File: src/rtl/alu_matrix_loader_if.sv
// Element-stream input and finished-matrix output of the 5x5 matrix loader.
// The slave view belongs to the loader; the master view is the producer/consumer side.
interface alu_matrix_loader_if #(
  parameter int DATA_W = 8,
  parameter int N      = 5
);
  logic [DATA_W-1:0]     in_data;
  logic                  in_valid;
  logic                  in_ready;
  logic [N*N*DATA_W-1:0] mat_flat;
  logic                  mat_valid;
  logic                  mat_ready;

  modport slave (
    input  in_data, in_valid, mat_ready,
    output in_ready, mat_flat, mat_valid
  );

  modport master (
    output in_data, in_valid, mat_ready,
    input  in_ready, mat_flat, mat_valid
  );
endinterface

File: src/rtl/alu_matrix_loader.sv
// Assembles an NxN matrix from a row-major element stream, optionally transposing
// on load, and holds the flattened result until the consumer takes it.
module alu_matrix_loader #(
  parameter int DATA_W = 8,
  parameter int N      = 5
) (
  input  logic                clk,
  input  logic                rst,
  input  logic                start,
  input  logic                transpose_en,
  input  logic                abort,
  alu_matrix_loader_if.slave  bus,
  output logic                busy,
  output logic [4:0]          count,
  output logic                err_flag
);

  localparam int IW = $clog2(N*N);
  localparam int RW = $clog2(N);

  typedef enum logic [1:0] {IDLE, LOAD, HOLD} state_t;

  state_t                state, state_nxt;
  logic [N*N*DATA_W-1:0] flat;
  logic [RW-1:0]         row, col;
  logic                  xpose;
  logic                  ready;
  logic                  accept;
  logic                  last_beat;
  logic [IW-1:0]         slot;

  always_ff @(posedge clk or posedge rst) begin
    if (rst) state <= IDLE;
    else     state <= state_nxt;
  end

  always_comb begin
    state_nxt = state;
    ready     = 1'b0;
    case (state)
      IDLE: if (start) state_nxt = LOAD;
      LOAD: begin
        ready = !abort;
        if (abort)                  state_nxt = IDLE;
        else if (accept && last_beat) state_nxt = HOLD;
      end
      HOLD: if (abort || bus.mat_ready) state_nxt = IDLE;
      default: state_nxt = IDLE;
    endcase
  end

  assign accept    = bus.in_valid && ready;
  assign last_beat = (count == 5'(N*N-1));
  // Row/column counters stand in for p/N and p%N; transpose just swaps their roles.
  assign slot      = xpose ? (IW'(col) * IW'(N) + IW'(row))
                           : (IW'(row) * IW'(N) + IW'(col));

  always_ff @(posedge clk or posedge rst) begin
    if (rst) begin
      flat     <= '0;
      count    <= '0;
      row      <= '0;
      col      <= '0;
      xpose    <= 1'b0;
      err_flag <= 1'b0;
    end else begin
      if (start && state != IDLE) err_flag <= 1'b1;
      case (state)
        IDLE: if (start) begin
          flat     <= '0;
          count    <= '0;
          row      <= '0;
          col      <= '0;
          xpose    <= transpose_en;
          err_flag <= 1'b0;
        end
        LOAD, HOLD: begin
          if (abort) begin
            flat  <= '0;
            count <= '0;
            row   <= '0;
            col   <= '0;
          end else if (accept) begin
            for (int k = 0; k < N*N; k++)
              if (slot == IW'(k)) flat[k*DATA_W +: DATA_W] <= bus.in_data;
            count <= count + 5'd1;
            if (col == RW'(N-1)) begin
              col <= '0;
              row <= row + RW'(1);
            end else begin
              col <= col + RW'(1);
            end
          end
        end
        default: ;
      endcase
    end
  end

  assign bus.in_ready  = ready;
  assign bus.mat_valid = (state == HOLD);
  assign bus.mat_flat  = flat;
  assign busy          = (state != IDLE);

endmodule
File: src/flat_wrapper.sv
// flat-port wrapper written by rule: the top's interface ports become plain ports
module alu_matrix_loader_flat 
#(
  parameter int DATA_W = 8,
  parameter int N      = 5
)
  (clk, rst, start, transpose_en, abort, busy, count, err_flag, bus_in_data, bus_in_valid, bus_mat_ready, bus_in_ready, bus_mat_flat, bus_mat_valid);
  alu_matrix_loader_if #(.DATA_W(DATA_W), .N(N)) bus_i ();
  input  logic clk;
  input  logic rst;
  input  logic start;
  input  logic transpose_en;
  input  logic abort;
  output logic busy;
  output logic [4:0] count;
  output logic err_flag;
  input wire logic [$bits(bus_i.in_data)-1:0] bus_in_data;
  input wire logic [$bits(bus_i.in_valid)-1:0] bus_in_valid;
  input wire logic [$bits(bus_i.mat_ready)-1:0] bus_mat_ready;
  output wire logic [$bits(bus_i.in_ready)-1:0] bus_in_ready;
  output wire logic [$bits(bus_i.mat_flat)-1:0] bus_mat_flat;
  output wire logic [$bits(bus_i.mat_valid)-1:0] bus_mat_valid;
  assign bus_i.in_data = bus_in_data;
  assign bus_i.in_valid = bus_in_valid;
  assign bus_i.mat_ready = bus_mat_ready;
  assign bus_in_ready = bus_i.in_ready;
  assign bus_mat_flat = bus_i.mat_flat;
  assign bus_mat_valid = bus_i.mat_valid;
  alu_matrix_loader #(.DATA_W(DATA_W), .N(N)) u_core (.clk(clk), .rst(rst), .start(start), .transpose_en(transpose_en), .abort(abort), .bus(bus_i), .busy(busy), .count(count), .err_flag(err_flag));
endmodule
File: config.mk
export PLATFORM = sky130hd
export DESIGN_NAME = alu_matrix_loader_flat
export DESIGN_NICKNAME = d
export VERILOG_FILES = /design/src/rtl/alu_matrix_loader_if.sv /design/src/rtl/alu_matrix_loader.sv /design/src/flat_wrapper.sv
export SDC_FILE = /design/constraint.sdc
export NUM_CORES = 1
export LEC_CHECK = 0
export CORE_MARGIN = 2
export CORE_UTILIZATION = 25
export DETAILED_ROUTE_END_ITERATION = 6
export PLACE_DENSITY = 0.56
export SLEW_MARGIN = 20
export SYNTH_ARGS = -nofsm -noshare
export SYNTH_HDL_FRONTEND = slang
export SYNTH_SLANG_ARGS = --single-unit
File: constraint.sdc
create_clock -name clk -period 20.7 [get_ports clk]
set_clock_uncertainty 0.1 [all_clocks]
set_input_delay 4.14 -clock clk [delete_from_list [all_inputs] [get_ports clk]]
set_output_delay 4.14 -clock clk [all_outputs]
set_load 0.03 [all_outputs]
; ---- Word level (Yosys, flattened, before mapping)
; Index checks and enable logic that the tools add are counted.
[classes]
addsub = 5
mux = 52
n_reduce_logical = 39
multipliers = 2
n_eq_ne = 58
[op_table]
columns = op, count
row1 = $mux W200, 3
row2 = $pmux W200 S2, 1
row3 = $mux W8, 25
row4 = $reduce_and A4 Y1, 26
row5 = $ne A3 B2 Y1 const B, 28
row6 = $eq A5 B5 Y1 const B, 10
row7 = $eq A5 B4 Y1 const B, 8
row8 = $mux W3, 7
row9 = $eq A5 B3 Y1 const B, 4
row10 = $mux W5, 4
row11 = $pmux W3 S2, 2
row12 = $add A5 B3 Y5, 2
row13 = $eq A5 B2 Y1 const B, 2
row14 = $mul A3 B3 Y5 const B, 2
row15 = $pmux W5 S2, 1
row16 = $mux W2, 4
row17 = $add A3 B1 Y3 const B, 2
row18 = $pmux W2 S3, 1
row19 = $reduce_and A3 Y1, 2
row20 = $add A5 B1 Y5 const B, 1
row21 = $eq A5 B1 Y1 const B, 1
row22 = $logic_not A5 Y1, 1
row23 = $mux W1, 4
row24 = $reduce_bool A2 Y1, 2
row25 = other kinds (11), 13
[totals]
elab_cells = 187
in_bits = 15
regBits = 215
output_inout_bits = 209

; ---- Depth between registers and ports, before layout
; Gate-level depths: netlist of the first run.
[depth]
depth_word = 8
depth_mapped = 12
depth_no_buf = 10

; ---- Least setup slack after synthesis of the first run
; No wires, ideal clock.
[synth_path]
kind = input-to-output
from = input abort
to = output bus_in_ready
arrival_time_ns = 4.594
path_buffers = 0
required_ns = 16.460
stages = 1
path_slack_ns = 11.866
path_cell_list = nor2b_1
[synth_between]
elab_chain_cells = 2
[synth_rtl]
columns = item, line
row1 = from (decl), flat_wrapper.sv:13  ; input logic abort;
row2 = $logic_not A1 Y1, alu_matrix_loader.sv:43  ; ready = !abort;
row3 = $mux W1, alu_matrix_loader.sv:40  ; case (state)
row4 = to (decl), flat_wrapper.sv:20  ; output wire logic [$bits(bus_i.in_ready)-1:0] bus_in_ready;
; Every way passes these cells.

; ---- Final worst setup path of the first run
; Same ends and word-level chain as after synthesis.

==> results of run 1 <==
## critical path: stages
cell	delay, ns
clkdlybuf4s50_1	0.47
nor2b_1	0.17
clkdlybuf4s50_1	0.69
## cells by family (layout without fill, tap and decap cells)
| logic type | count (synthesis) | after routing | share of synthesized area (%) |
|---|---|---|---|
| buf+inv | 58 | 294 | 2.68 |
| xor+xnor | 10 | 10 | 0.897 |
| simple gates | 289 | 289 | 15.5 |
| fa+ha+maj | 23 | 23 | 2.95 |
| compound gates | 22 | 22 | 1.60 |
| mux | 206 | 206 | 21.3 |
| flops | 215 | 215 | 55.1 |
## worst paths after layout
kind | start | to | slack, ns | cells after the start
max in group asynchronous | rst | u_core.count[0]$_DFFE_PP0P_ | 15.09 | 3
hold reg to reg | u_core.bus.mat_flat[77]$_DFFE_PP0P_ | u_core.bus.mat_flat[77]$_DFFE_PP0P_ | 0.42 | 2
setup reg to reg | u_core.row[0]$_DFFE_PP0P_ | u_core.bus.mat_flat[113]$_DFFE_PP0P_ | 16.97 | 8
setup / recovery | abort | bus_in_ready | 10.99 | 3
min in group asynchronous | rst | u_core.bus.mat_flat[153]$_DFFE_PP0P_ | 3.99 | 2
hold / removal | u_core.bus.mat_flat[77]$_DFFE_PP0P_ | u_core.bus.mat_flat[77]$_DFFE_PP0P_ | 0.42 | 2
## registers in the layout, indices dropped and copies added, names as in the netlist, named ones only
name,count
u_core.xpose,1
u_core.count,5
u_core.row,3
u_core.state,2
u_core.bus.mat_flat,200
u_core.col,3
## area by class of cell
type	instances	area [µm²]
timing repair buffer	236	2350
sequential	215	5380
clock buffer	38	774
tap	518	648
inverter	12	52.6
fill	3806	25200
multi-input combinational	550	4160
clock inverter	8	121
## synthesized netlist by cell type, drive strengths merged
cell type    n  area (µm²)
nor2b        4        27.5
buf          6        66.3
ha          23         288
nand2b       3        18.8
a211o        1        17.5
dfrtp      215        5380
o21ai        9        45.0
a21oi        5        25.0
nor2        19         193
or2          1        6.26
o2111ai      1        8.76
or3          2        12.5
nor3b        2        37.5
nand3       20         218
clkbuf      40         150
inv         12        45.0
o2111a       1        11.3
xnor2        3        26.3
nand2      222         841
and3         5        35.0
xor2         7        61.3
mux2         4        45.0
a41oi        1        8.76
nand4b       2        17.5
mux2i      202        2030
nand4        5        52.6
o211ai       2        20.0
a211oi       1        12.5
nor3         4        53.8
a21o         1        7.51
## layer usage
layer,global-route usage (%),routed length [µm],vias up
met5,0,0,-
met4,2.81,548,0
met3,4.39,1960,32
met2,24.5,14400,166
met1,18.9,12800,3475
li1,-,-,3201
## cell usage in the layout, fill, tap and decap left out, types with 3 or more instances in the layout
master | Yosys | layout
mux2_2 | 4 | 4
nand4_1 | 3 | 3
nand3_4 | 9 | 9
mux2i_1 | 201 | 200
xnor2_1 | 3 | 3
clkbuf_8 | 0 | 10
dfrtp_1 | 215 | 215
clkinv_2 | 0 | 3
ha_1 | 23 | 23
nor2_8 | 5 | 5
nor3_4 | 3 | 3
inv_1 | 11 | 10
nand2_2 | 3 | 5
o21ai_0 | 9 | 9
nand2_1 | 219 | 217
xor2_1 | 7 | 7
clkbuf_1 | 40 | 3
a21oi_1 | 5 | 5
bufinv_16 | 0 | 3
clkdlybuf4s50_1 | 0 | 223
nor2_4 | 5 | 5
buf_4 | 1 | 11
nand3_1 | 10 | 10
nand2b_1 | 3 | 3
and3_2 | 3 | 3
clkbuf_16 | 0 | 25
nor2b_1 | 3 | 3
nor2_1 | 8 | 8
## through the flow
step                      utilization [%]  cell area [µm²]  setup WS [ns]  instances  hold WS, ns
after floorplan                         -             9770          10.58        823        0.414
after global placement               32.5            12500          11.01       1530        0.408
after detailed placement             32.5            12600          11.00       1530        0.411
after CTS                            34.8            13500          10.99       1576        0.425
after global routing                 34.9            13500          10.96       1577        0.442
final                                34.9            13500          10.99       1577        0.421
## where the power goes
| part | internal (mW) | switching (mW) |
|---|---|---|
| sequential | 0.436 | 0.0139 |
| clock | 0.294 | 0.182 |
| combinational | 0.0980 | 0.270 |
==> metrics.yaml, run 1 <==
outcome:
  status: "complete, no violations"
logic_synthesis:
  ys_warn_count: 0
  syn_nets: 861
  ys_seq_area_share_pct: 55.1
  yosysUniqueCellTypes: 47
  ys_ff_latch: 215
  synth.avg_cell_area_um2: 11.9
  syn_area_um2: 9770
  syn_inst: 823
route:
  first_pass_iters: 5
  avgViaCountPerCell: 4.36
  wire_per_inst_um: 18.8
  antenna_left: 0
  routed_wl_mm: 29.7
  drc: 0
  vias: 6874
  drtIter0Drc: 272
critical_path:
  startpoint_type: "input pin"
  required_ns: 16.46
  critPathArrivalTime_ns: 5.47
  end_kind: "output pin"
  path_class: "in -> out"
  worst-path-max-fanout: 4
sta:
  tns_ns: 0
  tightest_slew_ns: 0.979
  fmax_mhz: 103
  rsz0062_at_grt: "no"
  setup_viol: 0
  fin_crit_ns: 9.71
  report.final.slew_viol_count: 0
  hold_viol_final: 0
  relSlewSlack_pct: 34.6
  post-route-period-util_pct: 46.9
floorplanning:
  die_y_um: 202
  fp.dieArea_um2: 40700
  start_util_pct: 25.3
  floorplan.rows: 72
  core_area_um2: 38600
  die_w_um: 202
  io_pins: 224
clock_network:
  hold_buffers: 0
  clk_pin_slew_ns: 0.06
  clockBufferDepth: 3
  cts-htree-levels: 1
  clk_latency_ns: 0.53
  cts.sinks: 215
  cts_buffers: 25
  tritoncts: "built"
  post_cts_resized: 0
  cts-root-buf: "clkbuf_16"
  postCtsSetupBuffers: 0
placement:
  gp_congestion: 0.706
  port_buffers: 223
  dp_hpwl_mm: 19.1
finish:
  area_delta_synth_final_pct: 38.1
  n_antenna_cell: 0
  fin_nets: 1078
  drive_above_1_share_pct: 10.1
flow_run:
  cap_violations: 0
pwr:
  p_leak_nw: 6.15
  peakVddDrop_uv: 69.3
  power.density_nw_per_um2: 96.0
  power.total_mw: 1.29
hold_path:
  hp-class: "reg -> reg"
grt:
  grt_max_degree: 106
  grtUsageTotal_pct: 14.7
  grt_pass1_vias: 7242
  grt_pass1_wl_mm: 46.2
  grt-ovfl-total: 0
  antenna_found_initial: 0
(Power assumes the default switching activity.)
==> run 2: changes to the inputs <==
==> constraint.sdc (replaced) <==
create_clock -name clk -period 9.5 [get_ports clk]
set_clock_uncertainty 0.1 [all_clocks]
set_input_delay 1.9 -clock clk [delete_from_list [all_inputs] [get_ports clk]]
set_output_delay 1.9 -clock clk [all_outputs]
set_load 0.03 [all_outputs]
==> run 2 against run 1 <==
Combinational power is 110% higher; largest power group is now registers; sequential share of layout area is 0.34 points higher; final cell count decreased by 0.13%; cell area down 0.83%; sequential cell count did not move; die area did not move; global-route usage decreased by 0.21 points; routed wire length is 0.14% higher.
==> metrics.yaml, run 2 (synthesis gave the netlist of run 1 again) <==
clock_network:
  postCtsSetupBuffers: 0
  cts-htree-levels: 1
  cts-root-buf: "clkbuf_16"
  tritoncts: "built"
  hold_buffers: 0
  clk_pin_slew_ns: 0.06
  clockBufferDepth: 3
  cts.sinks: 215
  post_cts_resized: 0
  clk_latency_ns: 0.52
  cts_buffers: 25
critical_path:
  slowest_stage: "clkdlybuf4s50_1"
  timing.critical_path.buf_inv: 2
  path_cells: "clkdlybuf4s50_1 > nor2b_1 > clkdlybuf4s50_1"
  worst-path-max-fanout: 4
  path_class: "in -> out"
  critPathArrivalTime_ns: 3.22
  crit_path_frequent_cell: "clkdlybuf4s50_1"
  required_ns: 7.50
  max_stage_delay_ns: 0.69
  startpoint_type: "input pin"
  end_kind: "output pin"
  crit_family: "buffers and inverters"
grt:
  grt_use_met3_pct: 4.31
  use_met2_pct: 24.3
  grt-ovfl-total: 0
  grt_pass1_wl_mm: 45.5
  grt_max_degree: 84
  grt_pass1_vias: 7238
  antenna_found_initial: 0
  use_met1_pct: 18.4
  grtUsageTotal_pct: 14.4
  top_usage_layer: "met2"
pwr:
  peakVddDrop_uv: 133
  power.density_nw_per_um2: 205
  power.total_mw: 2.74
  p_leak_nw: 6.10
floorplanning:
  fp.dieArea_um2: 40700
  die_y_um: 202
  start_util_pct: 25.3
  die_w_um: 202
  io_pins: 224
  floorplan.rows: 72
  core_area_um2: 38600
sta:
  tightest_slew_ns: 0.968
  hold_viol_final: 0
  report.final.slew_viol_count: 0
  relSlewSlack_pct: 34.2
  tns_ns: 0
  fin_crit_ns: 5.22
  post-route-period-util_pct: 55.0
  fmax_mhz: 191
  rsz0062_at_grt: "no"
  setup_viol: 0
finish:
  fin_nets: 1077
  area_delta_synth_final_pct: 37.0
  final_common_cell: "clkdlybuf4s50_1"
  multi_input_area_um2: 4150
  drive_above_1_share_pct: 9.46
  n_fill_cell: 3876
  seqCellArea_um2: 5380
  largest_reg_flops: 200
  final_cell_mix: "clkdlybuf4s50_1, nand2_1, dfrtp_1"
  n_antenna_cell: 0
route:
  vias: 6893
  wire_per_inst_um: 18.9
  drtIter0Drc: 264
  drc: 0
  routed_wl_mm: 29.7
  avgViaCountPerCell: 4.38
  first_pass_iters: 4
  antenna_left: 0
outcome:
  status: "complete, no violations"
placement:
  dp_hpwl_mm: 18.9
  port_buffers: 223
  gp_congestion: 0.716
hold_path:
  hp-class: "reg -> reg"
flow_run:
  cap_violations: 0
==> run 2: per-stage QoR <==
step | area, µm² | utilization (%) | worst slack [ns] | hold WS (ns) | cells
after global routing | 13400 | 34.6 | 4.21 | 0.442 | 1575
after global placement | 12500 | 32.5 | 4.12 | 0.399 | 1530
after detailed placement | 12500 | 32.5 | 4.04 | 0.403 | 1530
after floorplan | 9770 | - | 1.62 | 0.414 | 823
after CTS | 13400 | 34.6 | 4.28 | 0.412 | 1575
final | 13400 | 34.6 | 4.28 | 0.414 | 1575
==> run 2: cell type report <==
class	count	share of cell area (%)
Clock inverter	6	0.711
Tap cell	518	4.85
Multi-Input combinational cell	550	31.0
Inverter	12	0.393
Clock buffer	39	5.44
Sequential cell	215	40.2
Timing Repair Buffer	235	17.4
==> run 2: worst paths after layout <==
check	from	to	slack [ns]	cells past startpoint
worst max-delay path	abort	bus_in_ready	4.28	3
worst min-delay path	flip-flop	flip-flop	0.41	1
worst max register to register	u_core.row[0]$_DFFE_PP0P_	u_core.bus.mat_flat[85]$_DFFE_PP0P_	5.71	10
worst min register to register	flip-flop	flip-flop	0.41	1
max in group asynchronous	rst	u_core.bus.mat_flat[199]$_DFFE_PP0P_	6.14	3
min in group asynchronous	rst	u_core.bus.mat_flat[85]$_DFFE_PP0P_	1.72	2
==> run 2: worst reg2reg max path: stages, from the launching register on <==
cell,delay (ns)
dfrtp_1,0.44
ha_1,0.32
ha_1,0.35
xor2_1,0.19
ha_1,0.20
a21oi_1,0.14
xnor2_1,0.09
mux2i_2,0.76
nor2_1,0.41
and3_2,0.45
mux2i_1,0.17
==> run 2: power by group <==
group	internal (mW)	switching [mW]	total [mW]	leakage [nW]
Combinational	0.196	0.588	0.785	2.70
Sequential	0.950	0.0309	0.981	2.99
Clock	0.581	0.391	0.972	0.404
==> run 2: metal layers <==
metal	vias up	wire, µm
met5	-	0
met4	0	669
met3	39	2060
met2	178	14300
met1	3479	12700
li1	3197	-
==> run 3: changes to the inputs <==
==> constraint.sdc (replaced) <==
create_clock -name clk -period 5.4 [get_ports clk]
set_clock_uncertainty 0.1 [all_clocks]
set_input_delay 1.08 -clock clk [delete_from_list [all_inputs] [get_ports clk]]
set_output_delay 1.08 -clock clk [all_outputs]
set_load 0.03 [all_outputs]
==> run 3 against run 2 <==
Sequential cell count unchanged; count of clock-buffer cells in the layout down 1; first-iteration DRC count down 13%; hold slack worse by 0.0021 ns; non-clock buffer count up 1; clock power up 69%; largest power group unchanged; highest routed layer unchanged.
==> metrics.yaml, run 3 (synthesis gave the netlist of run 1 again) <==
outcome:
  status: "complete, no violations"
sta:
  setup_viol: 0
  report.final.slew_viol_count: 0
  fmax_mhz: 272
  tns_ns: 0
  post-route-period-util_pct: 68.1
  relSlewSlack_pct: 34.8
  hold_viol_final: 0
  hold_slack_ns: 0.412
  rsz0062_at_grt: "no"
  tightest_slew_ns: 0.975
  fin_crit_ns: 3.68
floorplanning:
  floorplan.rows: 72
  start_util_pct: 25.3
  fp.dieArea_um2: 40700
  io_pins: 224
  die_w_um: 202
  die_y_um: 202
  core_area_um2: 38600
finish:
  multi_input_area_um2: 4150
  n_fill_cell: 3870
  n_antenna_cell: 0
  fin_nets: 1078
  seqCellArea_um2: 5380
  area_delta_synth_final_pct: 37.2
  fin_area_um2: 13400
  drive_above_1_share_pct: 9.64
  final_common_cell: "clkdlybuf4s50_1"
  largest_reg_flops: 200
  final_cells: 1576
  final_cell_mix: "clkdlybuf4s50_1, nand2_1, dfrtp_1"
critical_path:
  worst-path-max-fanout: 11
  end_kind: "flip-flop"
  startpoint_type: "flip-flop"
  path_class: "reg -> reg"
  critPathArrivalTime_ns: 4.01
  required_ns: 5.73
clock_network:
  clk_pin_slew_ns: 0.06
  clk_latency_ns: 0.52
  cts-root-buf: "clkbuf_16"
  clockBufferDepth: 3
  cts-htree-levels: 1
  cts_buffers: 25
  hold_buffers: 0
  post_cts_resized: 0
  tritoncts: "built"
  postCtsSetupBuffers: 0
  cts.sinks: 215
route:
  routed_wl_mm: 29.8
  wire_per_inst_um: 18.9
  drtIter0Drc: 230
  vias: 6857
  avgViaCountPerCell: 4.35
  drc: 0
  first_pass_iters: 4
  antenna_left: 0
hold_path:
  hp-class: "reg -> reg"
grt:
  grt-ovfl-total: 0
  grt_pass1_vias: 7298
  antenna_found_initial: 0
  grt_max_degree: 94
  grtUsageTotal_pct: 14.6
  grt_pass1_wl_mm: 45.7
flow_run:
  cap_violations: 0
pwr:
  peakVddDrop_uv: 274
  p_leak_nw: 6.10
  power.density_nw_per_um2: 357
placement:
  port_buffers: 223
  place_area_um2: 12600
  dp_hpwl_mm: 19.1
  gp_congestion: 0.711
  dpl.cell_count: 1531
[run 3: path summary, 6_finish.rpt]
check                                          startpoint  slack [ns]                                    to  depth (start not counted)
min in group asynchronous                             rst        1.02           u_core.state[1]$_DFFE_PP0P_                          2
worst max register to register  u_core.row[0]$_DFFE_PP0P_        1.72   u_core.bus.mat_flat[84]$_DFFE_PP0P_                         11
worst min-delay path                            flip-flop        0.41                             flip-flop                          1
max in group asynchronous                             rst        3.18  u_core.bus.mat_flat[177]$_DFFE_PP0P_                          3
worst max-delay path            u_core.row[0]$_DFFE_PP0P_        1.72   u_core.bus.mat_flat[84]$_DFFE_PP0P_                         11
worst min register to register                  flip-flop        0.41                             flip-flop                          1
[run 3: where the power goes]
group | internal (mW) | switching (mW)
clock | 0.970 | 0.672
sequential | 1.67 | 0.0535
combinational | 0.378 | 1.04
total | 3.02 | 1.77
[run 3: per-stage QoR]
| step | setup WS (ns) | power (mW) | utilization [%] |
|---|---|---|---|
| 2_1_floorplan | 1.42 | 2.67 | - |
| 3_3_place_gp | 1.42 | 3.20 | 32.6 |
| 3_5_place_dp | 1.34 | 3.21 | 32.6 |
| 4_1_cts | 1.69 | 4.88 | 34.7 |
| 5_1_grt | 1.54 | 5.03 | 34.7 |
| 6_report | 1.72 | 4.79 | 34.7 |
[run 3: metal layers]
layer | wire [µm] | global-route usage [%] | vias to the layer above
li1 | - | - | 3214
met4 | 783 | 4.49 | 0
met1 | 12600 | 18.0 | 3424
met3 | 2100 | 4.50 | 47
met5 | 0 | 0 | -
met2 | 14300 | 24.6 | 172
[run 3: layout make-up]
type,instances,area share [%]
Clock inverter,7,0.495
Timing Repair Buffer,236,17.8
Sequential cell,215,40.2
Inverter,12,0.364
Multi-Input combinational cell,550,31.0
Tap cell,518,4.84
Clock buffer,38,5.41
[run 3: worst max-delay path: stages, from the launching register on]
cell and delay [ns]:
dfrtp_1 0.44, ha_1 0.32, ha_1 0.35, xor2_1 0.19, ha_1 0.20, a21oi_1 0.17
xnor2_1 0.15, mux2i_2 0.09, buf_4 0.20, nor2_1 0.59, and3_2 0.55, mux2i_1 0.23
